**src/rtl/uart_pkg.sv**
```systemverilog
// Shared types for the UART transmit path: byte width, arbiter state encoding.
package uart_pkg;
    localparam int BYTE_W = 8;

    typedef enum logic {ARB_IDLE, ARB_LOCKED} arb_state_t;

    typedef logic [BYTE_W-1:0] byte_t;
endpackage

```
**src/rtl/uart_tx_arbiter_rr_pick.sv**
```systemverilog
// Combinational round-robin search: first set bit of req_i starting at ptr_i,
// wrapping at NUM_REQ. Reusable by any shared-resource arbiter.
module rr_pick #(
    parameter int NUM_REQ = 2,
    localparam int PTR_W  = (NUM_REQ > 1) ? $clog2(NUM_REQ) : 1
) (
    input  logic [NUM_REQ-1:0] req_i,
    input  logic [PTR_W-1:0]   ptr_i,
    output logic [NUM_REQ-1:0] onehot_o,
    output logic               found_o
);
    localparam int SUM_W = PTR_W + 1;

    logic [SUM_W-1:0] sum;
    logic [PTR_W-1:0] idx;

    always_comb begin
        onehot_o = '0;
        found_o  = 1'b0;
        sum      = '0;
        idx      = '0;
        for (int k = 0; k < NUM_REQ; k++) begin
            // ptr + k stays below 2*NUM_REQ, so one subtraction is enough to wrap
            sum = {1'b0, ptr_i} + SUM_W'(k);
            if (sum >= SUM_W'(NUM_REQ)) begin
                sum = sum - SUM_W'(NUM_REQ);
            end
            idx = sum[PTR_W-1:0];
            if (!found_o && req_i[idx]) begin
                onehot_o[idx] = 1'b1;
                found_o       = 1'b1;
            end
        end
    end
endmodule

```
**src/rtl/uart_tx_arbiter.sv**
```systemverilog
// Round-robin, packet-locked arbiter sharing one uart_tx serializer between
// NUM_REQ byte-stream requesters; MAX_BURST caps bytes per grant.
module uart_tx_arbiter
    import uart_pkg::*;
#(
    parameter int NUM_REQ   = 2,
    parameter int MAX_BURST = 16
) (
    input  logic                           clk,
    input  logic                           rst,
    input  logic [NUM_REQ-1:0]             req_valid,
    input  logic [NUM_REQ-1:0][BYTE_W-1:0] req_data,
    input  logic [NUM_REQ-1:0]             req_last,
    output logic [NUM_REQ-1:0]             req_ready,
    output logic [BYTE_W-1:0]              tx_data,
    output logic                           tx_valid,
    input  logic                           tx_ready,
    output logic [NUM_REQ-1:0]             grant,
    output logic                           busy
);
    localparam int PTR_W = (NUM_REQ > 1) ? $clog2(NUM_REQ) : 1;

    arb_state_t       state_q;
    logic [NUM_REQ-1:0] grant_q;
    logic [7:0]       burst_q, burst_d;
    logic [PTR_W-1:0] rr_ptr_q, rr_ptr_d;
    logic [PTR_W-1:0] owner;
    logic [NUM_REQ-1:0] pick_onehot;
    logic             pick_found;
    logic             xfer, rel;

    rr_pick #(.NUM_REQ(NUM_REQ)) u_pick (
        .req_i    (req_valid),
        .ptr_i    (rr_ptr_q),
        .onehot_o (pick_onehot),
        .found_o  (pick_found)
    );

    always_comb begin
        owner = '0;
        for (int i = 0; i < NUM_REQ; i++) begin
            if (grant_q[i]) owner = PTR_W'(i);
        end
    end

    // Owner is wired straight through so the first byte moves the cycle after the grant
    always_comb begin
        req_ready = '0;
        tx_data   = '0;
        tx_valid  = 1'b0;
        if (state_q == ARB_LOCKED) begin
            tx_data          = req_data[owner];
            tx_valid         = req_valid[owner];
            req_ready[owner] = tx_ready;
        end
    end

    assign xfer     = (state_q == ARB_LOCKED) && req_valid[owner] && tx_ready;
    assign burst_d  = burst_q + 8'd1;
    // last on the MAX_BURST-th byte collapses into this single release
    assign rel      = xfer && (req_last[owner] || burst_d == 8'(MAX_BURST));
    assign rr_ptr_d = (owner == PTR_W'(NUM_REQ - 1)) ? '0 : owner + PTR_W'(1);

    always_ff @(posedge clk) begin
        if (rst) begin
            state_q  <= ARB_IDLE;
            grant_q  <= '0;
            burst_q  <= '0;
            rr_ptr_q <= '0;
        end else begin
            case (state_q)
                ARB_IDLE: begin
                    if (pick_found) begin
                        grant_q <= pick_onehot;
                        burst_q <= '0;
                        state_q <= ARB_LOCKED;
                    end
                end
                ARB_LOCKED: begin
                    if (xfer) burst_q <= burst_d;
                    if (rel) begin
                        state_q  <= ARB_IDLE;
                        grant_q  <= '0;
                        rr_ptr_q <= rr_ptr_d;
                    end
                end
                default: begin
                    state_q <= ARB_IDLE;
                    grant_q <= '0;
                end
            endcase
        end
    end

    assign grant = grant_q;
    assign busy  = (state_q == ARB_LOCKED);

    a_grant_onehot: assert property (@(posedge clk) disable iff (rst) $onehot0(grant_q));
    a_valid_locked: assert property (@(posedge clk) disable iff (rst) tx_valid |-> state_q == ARB_LOCKED);
    a_ready_onehot: assert property (@(posedge clk) disable iff (rst) $onehot0(req_ready));
endmodule
```
**config.mk**
```make
export PLATFORM = sky130hd
export DESIGN_NAME = uart_tx_arbiter
export DESIGN_NICKNAME = d
export VERILOG_FILES = /design/src/rtl/uart_pkg.sv /design/src/rtl/uart_tx_arbiter_rr_pick.sv /design/src/rtl/uart_tx_arbiter.sv
export SDC_FILE = /design/constraint.sdc
export NUM_CORES = 1
export LEC_CHECK = 0
export ABC_AREA = 0
export CAP_MARGIN = 20
export CORE_MARGIN = 4
export CORE_UTILIZATION = 40
export DETAILED_ROUTE_END_ITERATION = 6
export PLACE_DENSITY = 0.78
export RECOVER_POWER = 25
export SYNTH_ARGS = -nofsm -noshare
export SYNTH_HDL_FRONTEND = slang
export SYNTH_HIERARCHICAL = 1
export SYNTH_SLANG_ARGS = --single-unit
```
**constraint.sdc**
```tcl
create_clock -name clk -period 2.3 [get_ports clk]
set_input_delay 0.69 -clock clk [delete_from_list [all_inputs] [get_ports clk]]
set_output_delay 0.69 -clock clk [all_outputs]
set_load 0.005 [all_outputs]
```
**Yosys cells after proc, flatten, opt, wreduce, memory -nomap -nowiden**

Cells that the tools add are included.

- Flip-flop bits (word level): 12
- Bits of input ports: 23
- Output and inout bits: 14
- Word-level logic and storage cells: 72

- $add $sub $neg: 5
- Magnitude comparators: 8
- Equality and inequality tests: 4
- Muxes and demuxes: 36
- Bitwise gates (word level): 3
- Reductions and logical operators: 12

Operators by type and width:

| kind | count |
|---|---|
| 2-to-1 mux 8 bit | 5 |
| 2-to-1 mux 1 bit | 20 |
| case mux 8 bit (2 select lines) | 1 |
| 2-to-1 mux 2 bit | 5 |
| adder 8 x 1 -> 8 bit, second input constant | 1 |
| == test 8 x 5 -> 1 bit, second input constant | 1 |
| logical AND 1 bit | 7 |
| < comparator 1 x 2 -> 1 bit, second input constant | 3 |
| AND reduction 2 bit | 3 |
| inequality test 2 x 1 -> 1 bit, second input constant | 2 |
| case mux 2 bit (2 select lines) | 1 |
| demux 1 bit (select 1 bit) | 3 |
| >= comparator 1 bit, second input constant | 3 |
| adder 1 x 1 -> 2 bit, second input constant | 1 |
| AND 2 bit | 1 |
| >= comparator 1 x 2 -> 1 bit, second input constant | 1 |
| >= comparator 2 bit, second input constant | 1 |
| inequality test 2 bit, second input constant | 1 |
| OR 2 bit | 1 |
| case mux 1 bit (2 select lines) | 1 |
| subtractor 1 bit, second input constant | 2 |
| adder 1 bit, second input constant | 1 |
| zero test 1 bit | 1 |
| logical OR 1 bit | 1 |
| NOT 1 bit | 1 |

**Logic depth before layout (Yosys ltp)**

Gate-level depths: netlist of the first run.

- Depth after elaboration: 11
- Mapped depth: 7
- Gate-level depth less buffers: 5

**Hierarchy**

Netlist of the first run, hierarchy kept.

By module, submodules not included:

| module | instances | cells each | area an instance (µm²) | sequential area each (µm²) |
|---|---|---|---|---|
| uart_tx_arbiter | 1 | 98 | 789.5 | 240.2 |
| rr_pick | 1 | 4 | 25.0 | 0.0 |

**Worst setup path before layout of the first run**

OpenSTA, ideal clock, no wires.

- Path type: flip-flop to output port
- Start point: reg grant_q[1] (netlist: grant[1])
- End point: out tx_data[0]
- Data arrival time: 1.116 ns
- Data required time: 1.610 ns
- Setup slack: 0.494 ns
- Cell stages (with the launch flop): 5
- Buffers on the path: 2
- Path through: dfxtp_1 > buf_4 > clkbuf_1 > mux2i_1 > nor2b_1

- Longest elaborated chain between the ends: 4

Ends and longest elaborated chain:

| item | RTL line | RTL |
|---|---|---|
| start, declared | uart_tx_arbiter.sv:24 | `logic [NUM_REQ-1:0] grant_q;` |
| start signal, assigned | uart_tx_arbiter.sv:74 | `grant_q <= pick_onehot;` |
| 2-to-1 mux 1 bit | uart_tx_arbiter.sv:42 | `if (grant_q[i]) owner = PTR_W'(i);` |
| 2-to-1 mux 8 bit (implied by the code) (2 in a row) | uart_tx_arbiter.sv:52 | `tx_data = req_data[owner];` |
| 2-to-1 mux 8 bit | uart_tx_arbiter.sv:51 | `if (state_q == ARB_LOCKED) begin` |
| end, declared | uart_tx_arbiter.sv:15 | `output logic [BYTE_W-1:0] tx_data,` |

Every way passes these cells. The select of a mux whose other input is x is not followed.

**Worst setup path after layout of the first run**

- Start point: in req_data[15] in the netlist's numbering
- End point: out tx_data[7]

- Longest elaborated chain between the ends: 3

Ends and longest elaborated chain:

| item | RTL line | RTL |
|---|---|---|
| start, declared | uart_tx_arbiter.sv:12 | `input logic [NUM_REQ-1:0][BYTE_W-1:0] req_data,` |
| 2-to-1 mux 8 bit (implied by the code) (2 in a row) | uart_tx_arbiter.sv:52 |  |
| 2-to-1 mux 8 bit | uart_tx_arbiter.sv:51 |  |

Every way passes these cells. The select of a mux whose other input is x is not followed.

==> impl_metrics.yaml, run 1 <==
global_route:
  antenna_found_initial: 0
  grt_pass1_vias: 922
  gr-usage-all-layers_pct: 19.5
  grt_max_degree: 15
  grt_overflow: 0
  grt_pass1_wl_um: 3960
timing:
  skew_ns: 0.000566
  fin_crit_sh_pct: 98.8
  worst_slew_pin_slew_ns: 0.474
  hold_viol: 0
  worst_slack_ns: 0.0269
  rsz0062_at_grt: "false"
  max_slew_margin_pct: 68.3
  min_period_ns: 2.27
  setup_viol: 0
  slew_viol_final: 0
  timing.fmax_mhz: 440
placement:
  pre_cts_ws_ns: -0.338
  dp_hpwl_um: 1860
  gp_congestion: 0.791
  io_buffers: 36
layout:
  area_growth_pct: 56.4
  layout.nets: 172
  utilization_pct: 65.6
  drive_gt1_share_pct: 11.6
  nFillCells: 191
  diodes: 0
clocking:
  cts_sinks: 12
  insertion_delay_ns: 0.28
  cts_buffers: 3
  clk_pin_slew_ns: 0.08
  cts_htree_levels: 1
  clock_path_buffers: 2
  cts_setup_buffers: 0
  cts-root-buf: "clkbuf_4"
  cts_tree: "done"
setup_path:
  worstPathRequired_ns: 1.61
  cp.arrival_ns: 1.58
  startpoint_type: "primary input"
  path_class: "in2out"
  cp_max_fo: 1
  cp_top_family: "buffers and inverters"
  critPathSlowestCell: "clkdlybuf4s50_1"
  crit_path_cell_trace: "clkdlybuf4s50_1, mux2i_1, nor2b_1, dlygate4sd2_1"
  worst_setup_path_end_kind: "primary output"
  slowest_delay_ns: 0.45
  path_buf_inv: 2
drt:
  wirelength_um: 2410
  drtIter0Drc: 16
  vias: 922
  wl_per_cell_um: 13.9
  first_pass_iters: 6
  ant_nets: 0
  drt-vias-per-instance: 5.30
  drcViolationCount: 0
floorplanning:
  die_area_um2: 2820
  dieWidth_um: 53.1
  die_y_um: 53.1
  initial_core_util_pct: 41.9
  std_cell_rows: 16
  io_pins: 37
  coreArea_um2: 1940
pwr:
  leakage_uw: 0.000492
  p_sw_share_pct: 26.0
  pwr-share-clk_pct: 32.9
  p_switching_uw: 138
  ir_worst_vdd_v: 0.000228
  p_seq_share_pct: 41.3
  powerDensity_nw_per_um2: 418
  pwr-share-comb_pct: 25.8
  p_int_uw: 394
synth:
  avgSynthCellArea_um2: 7.99
  synthFlopType: "dfxtp_1"
  async_reset_ff_share_pct: 0
  synth-seq-area-share_pct: 29.5
  syn_nets: 126
  ys_types: 30
  synthCells: 102
  synth_area_um2: 815
  synth_edf_count: 0
  ys_seq_elements: 12
  synth_warnings: 6
outcome:
  status: "finished, final reports clean"
min_path:
  hold_class: "reg2reg"
flow_run:
  drv_cap: 0
==> worst paths after layout <==
check,from,endpoint,slack (ns),cells past startpoint
hold / removal,burst_q[7],burst_q[7],0.53,2
hold reg to reg,burst_q[7],burst_q[7],0.53,2
setup / recovery,req_data[15],tx_data[7],0.03,4
setup reg to reg,grant[1],burst_q[6],0.52,8
==> power groups by stage <==
stage	logic, µW	registers (µW)	clock network, µW
4_1_cts	142	220	178
2_1_floorplan	56.2	221	0
3_3_place_gp	146	225	0
5_1_grt	149	221	190
6_report	137	220	175
3_5_place_dp	150	225	0
==> final cells by class <==
type	count	area [µm²]	share of cell area [%]
Tap cell	27	33.8	2.65
Sequential cell	12	240	18.9
Multi-Input combinational cell	82	539	42.3
Clock buffer	4	36.3	2.85
Timing Repair Buffer	48	420	33.0
Inverter	1	3.75	0.295
==> cells in the final DEF (no fill, tap or decap), types with 2 or more instances in the layout <==
master | synthesis | final
a211oi_1 | 2 | 2
nand4_1 | 2 | 2
nor2b_1 | 10 | 10
mux2i_1 | 12 | 11
o21ai_0 | 5 | 5
clkbuf_4 | 0 | 3
buf_4 | 2 | 9
a31oi_1 | 3 | 3
clkbuf_2 | 0 | 2
dfxtp_1 | 12 | 12
clkdlybuf4s15_1 | 0 | 4
clkdlybuf4s50_1 | 0 | 22
nand2_1 | 4 | 4
nor2_1 | 11 | 11
a21boi_1 | 2 | 2
nand3_1 | 2 | 2
nor3_1 | 4 | 4
nand3b_1 | 4 | 4
clkbuf_1 | 4 | 3
dlygate4sd2_1 | 0 | 7
a21oi_1 | 8 | 8
==> worst min-delay path, cell delays in order (launching register included) <==
cell and delay [ns]:
dfxtp_1 0.34, o21ai_0 0.08, a21oi_1 0.06
==> sequential cells by signal, indices dropped and copies added (netlist names) <==
| name | cells |
|---|---|
| grant | 2 |
| rr_ptr_q | 1 |
| burst_q | 8 |
| busy | 1 |
==> synthesized netlist by cell type, drive strengths merged (2+ instances only) <==
library cell	n	area share [%]
mux2i	12	15
a31oi	3	2.3
nand3	2	1.2
nor2b	10	7.7
nor3	4	2.5
nand4	2	1.5
o21ai	5	3.1
clkbuf	4	1.8
nand2	4	1.8
a21boi	2	1.8
or2	2	1.5
dfxtp	12	29
a21oi	8	4.9
nand3b	4	3.7
buf	3	2.5
a211oi	2	1.8
nor2	11	5.1
==> kinds of logic (layout without fill, tap and decap cells) <==
kind of cell             count (synthesis)  after routing  share of synthesized area (%)
XOR/XNOR                                 1              1                           1.08
buffers and inverters                    8             53                           4.76
multiplexers                            12             12                           14.7
AO/OA/AOI/OAI                           22             22                           16.4
adder cells (fa/ha/maj)                  1              1                           1.54
AND/OR/NAND/NOR                         46             46                           32.0
flip-flops                              12             12                           29.5
==> through the flow <==
step	instance area, µm²	hold slack, ns	power (µW)	instances	setup TNS [ns]
5_1_grt	1270	0.545	560	174	0
6_report	1270	0.528	532	174	0
3_5_place_dp	1260	0.512	375	170	-3.08
4_1_cts	1290	0.528	540	174	0
3_3_place_gp	1260	0.487	371	170	-2.50
2_1_floorplan	815	0.477	278	102	0
==> routing by layer <==
layer	vias up	wire [µm]	track usage, %
met5	-	0	0
met4	0	46	11.5
met3	4	195	5.07
met2	38	1150	32.2
met1	425	1020	22.3
li1	455	-	-
==> timing repair <==
| action | 4_1_cts | 5_1_grt |
|---|---|---|
| pin swaps | 0 | 1 |
| gates resized for setup | 15 | 7 |
| cloned | 0 | 0 |
| endpoints found under the setup margin | 11 | 6 |
| hold buffers | 0 | 0 |
Note: power is estimated with default switching activity, not from simulation.
==> run 2, diff against run 1 <==
--- a/config.mk
+++ b/config.mk
@@ -8,9 +8,9 @@
 export ABC_AREA = 0
 export CAP_MARGIN = 20
 export CORE_MARGIN = 4
-export CORE_UTILIZATION = 40
+export CORE_UTILIZATION = 43
 export DETAILED_ROUTE_END_ITERATION = 6
-export PLACE_DENSITY = 0.78
+export PLACE_DENSITY = 0.83
 export RECOVER_POWER = 25
 export SYNTH_ARGS = -nofsm -noshare
 export SYNTH_HDL_FRONTEND = slang
==> constraint.sdc (replaced) <==
create_clock -name clk -period 3 [get_ports clk]
set_input_delay 0.9 -clock clk [delete_from_list [all_inputs] [get_ports clk]]
set_output_delay 0.9 -clock clk [all_outputs]
set_load 0.005 [all_outputs]
==> run 2 against run 1 <==
Compared with the run above:
- register-to-register slack better by 0.56 ns
- utilization rose by 6.7 points
- combinational power is 26% lower
- die area fell by 5.9%
- total power is 25% lower
- sequential share of layout area about the same
- non-clock buffer count down 4
- cell count decreased by 3.4%
- global-route usage shrank 1.7 points
- critical path type unchanged
- largest cell class unchanged
- largest power group unchanged
==> impl_metrics.yaml, run 2 (synthesis gave the netlist of run 1 again) <==
setup_path:
  worst_setup_path_end_kind: "primary output"
  worst_r2r_path_depth: 7
  cp_common_cell: "clkdlybuf4s50_1"
  critPathSlowestCell: "clkdlybuf4s50_1"
  timing.rr.start: "grant[1]"
  regToRegEndpoint: "burst_q[6]"
  slowest_delay_ns: 0.50
  worstPathRequired_ns: 2.10
  path_class: "in2out"
  startpoint_type: "primary input"
  cp_max_fo: 2
  cp.arrival_ns: 2.06
  reg2reg_slack_ns: 1.08
  crit_path_cell_trace: "clkdlybuf4s50_1, and3_1, clkdlybuf4s50_1"
layout:
  final_cell_mix: "clkdlybuf4s50_1, mux2i_1, dfxtp_1"
  nFillCells: 159
  diodes: 0
  largest_register_ffs: 8
  layout_commonest_cell: "clkdlybuf4s50_1"
  layout.nets: 168
  top_register: "burst_q"
  utilization_pct: 72.3
  drive_gt1_share_pct: 7.69
  area_growth_pct: 56.5
pwr:
  powerDensity_nw_per_um2: 311
  p_sw_share_pct: 24.0
  p_int_uw: 302
  leakage_uw: 0.000560
  ir_worst_vdd_v: 0.000288
  pwr-share-clk_pct: 31.7
  pwr-share-comb_pct: 25.5
  p_switching_uw: 95.2
  p_seq_share_pct: 42.8
placement:
  dp_hpwl_um: 1800
  io_buffers: 36
  gp_congestion: 0.878
  pre_cts_ws_ns: -0.0622
timing:
  worst_slack_ns: 0.0433
  rsz0062_at_grt: "false"
  timing.fmax_mhz: 338
  slew_viol_final: 0
  min_period_ns: 2.96
  max_slew_margin_pct: 71.2
  fin_crit_sh_pct: 98.6
  setup_viol: 0
  setup_tns_ns: 0
  skew_ns: 0.00614
  hold_viol: 0
  worst_hold_slack_ns: 0.520
  worst_slew_pin_slew_ns: 0.430
outcome:
  status: "finished, final reports clean"
global_route:
  grt_max_degree: 15
  gr-usage-all-layers_pct: 17.8
  antenna_found_initial: 0
  grt_pass1_wl_um: 3570
  grt_overflow: 0
  grt_pass1_vias: 779
floorplanning:
  die_y_um: 51.5
  initial_core_util_pct: 46.2
  io_pins: 37
  std_cell_rows: 15
  die_area_um2: 2650
  coreArea_um2: 1760
  dieWidth_um: 51.5
clocking:
  clk_pin_slew_ns: 0.07
  cts_buffers: 3
  insertion_delay_ns: 0.27
  cts-root-buf: "clkbuf_4"
  clock_path_buffers: 2
  cts_htree_levels: 1
  cts_sinks: 12
  cts_tree: "done"
min_path:
  hold_depth: 2
  hold_end: "burst_q[7]"
  min_from: "burst_q[7]"
  hold_class: "reg2reg"
drt:
  first_pass_iters: 4
  drt-vias-per-instance: 5.20
  drtIter0Drc: 9
  wl_per_cell_um: 13.8
  wirelength_um: 2320
  vias: 873
  drcViolationCount: 0
  ant_nets: 0
flow_run:
  drv_cap: 0
run 2: changes by cell type in the layout (fill, tap and decap cells not counted), sizes merged:
cell / change
clkdlybuf4s50: +3
dlygate4sd2: -5
clkdlybuf4s15: -4
clkbuf: -2
dlymetal6s2s: +7
buf: -4
dlygate4sd3: +1
run 2: per-layer routing:
layer | GRT usage (%) | part of all wire (%)
met1 | 20.9 | 44
met2 | 31.8 | 51
met3 | 5.16 | 4.6
met4 | 3.93 | 0.47
met5 | 0 | 0
run 2: cell type report:
| class | count | area [µm²] | area share, % |
|---|---|---|---|
| sequential | 12 | 240 | 18.8 |
| multi-input combinational | 82 | 536 | 42.0 |
| clock buffer | 4 | 36.3 | 2.85 |
| inverter | 1 | 3.75 | 0.294 |
| timing repair buffer | 44 | 428 | 33.6 |
| tap | 25 | 31.3 | 2.45 |
run 2: per-stage QoR:
stage	instances	power (µW)	area [µm²]
global placement	164	279	1230
floorplan	102	213	815
detailed placement	164	281	1230
CTS	168	406	1260
finish	168	397	1270
global route	168	419	1270
run 2: how the worst max path moves through the flow:
| stage | from | endpoint | cells after the start |
|---|---|---|---|
| final | tx_ready | req_ready[1] | 3 |
| after global routing | tx_ready | req_ready[1] | 3 |
| after CTS | req_data[10] | tx_data[2] | 4 |
| after detailed placement | req_valid[0] | tx_valid | 4 |
| after global placement | req_valid[0] | tx_valid | 4 |
| after floorplan | req_valid[1] | tx_valid | 2 |
run 2: worst max-delay path, delay by kind of cell:
family        cells  cell delay [ns]
simple gates      1             0.18
buf+inv           2             0.97
run 2: timing repair:
item,CTS,global route
setup endpoints to repair,2,7
cloned,0,0
setup buffers,0,0
pin swaps,0,1
hold buffers,0,0
resized for setup,2,7
run 2: power groups by stage:
stage               logic (µW)  registers [µW]  clock network [µW]
floorplan                 43.1             170                   0
global placement           105             174                   0
detailed placement         107             174                   0
CTS                        106             170                 130
global route               110             171                 139
finish                     101             170                 126
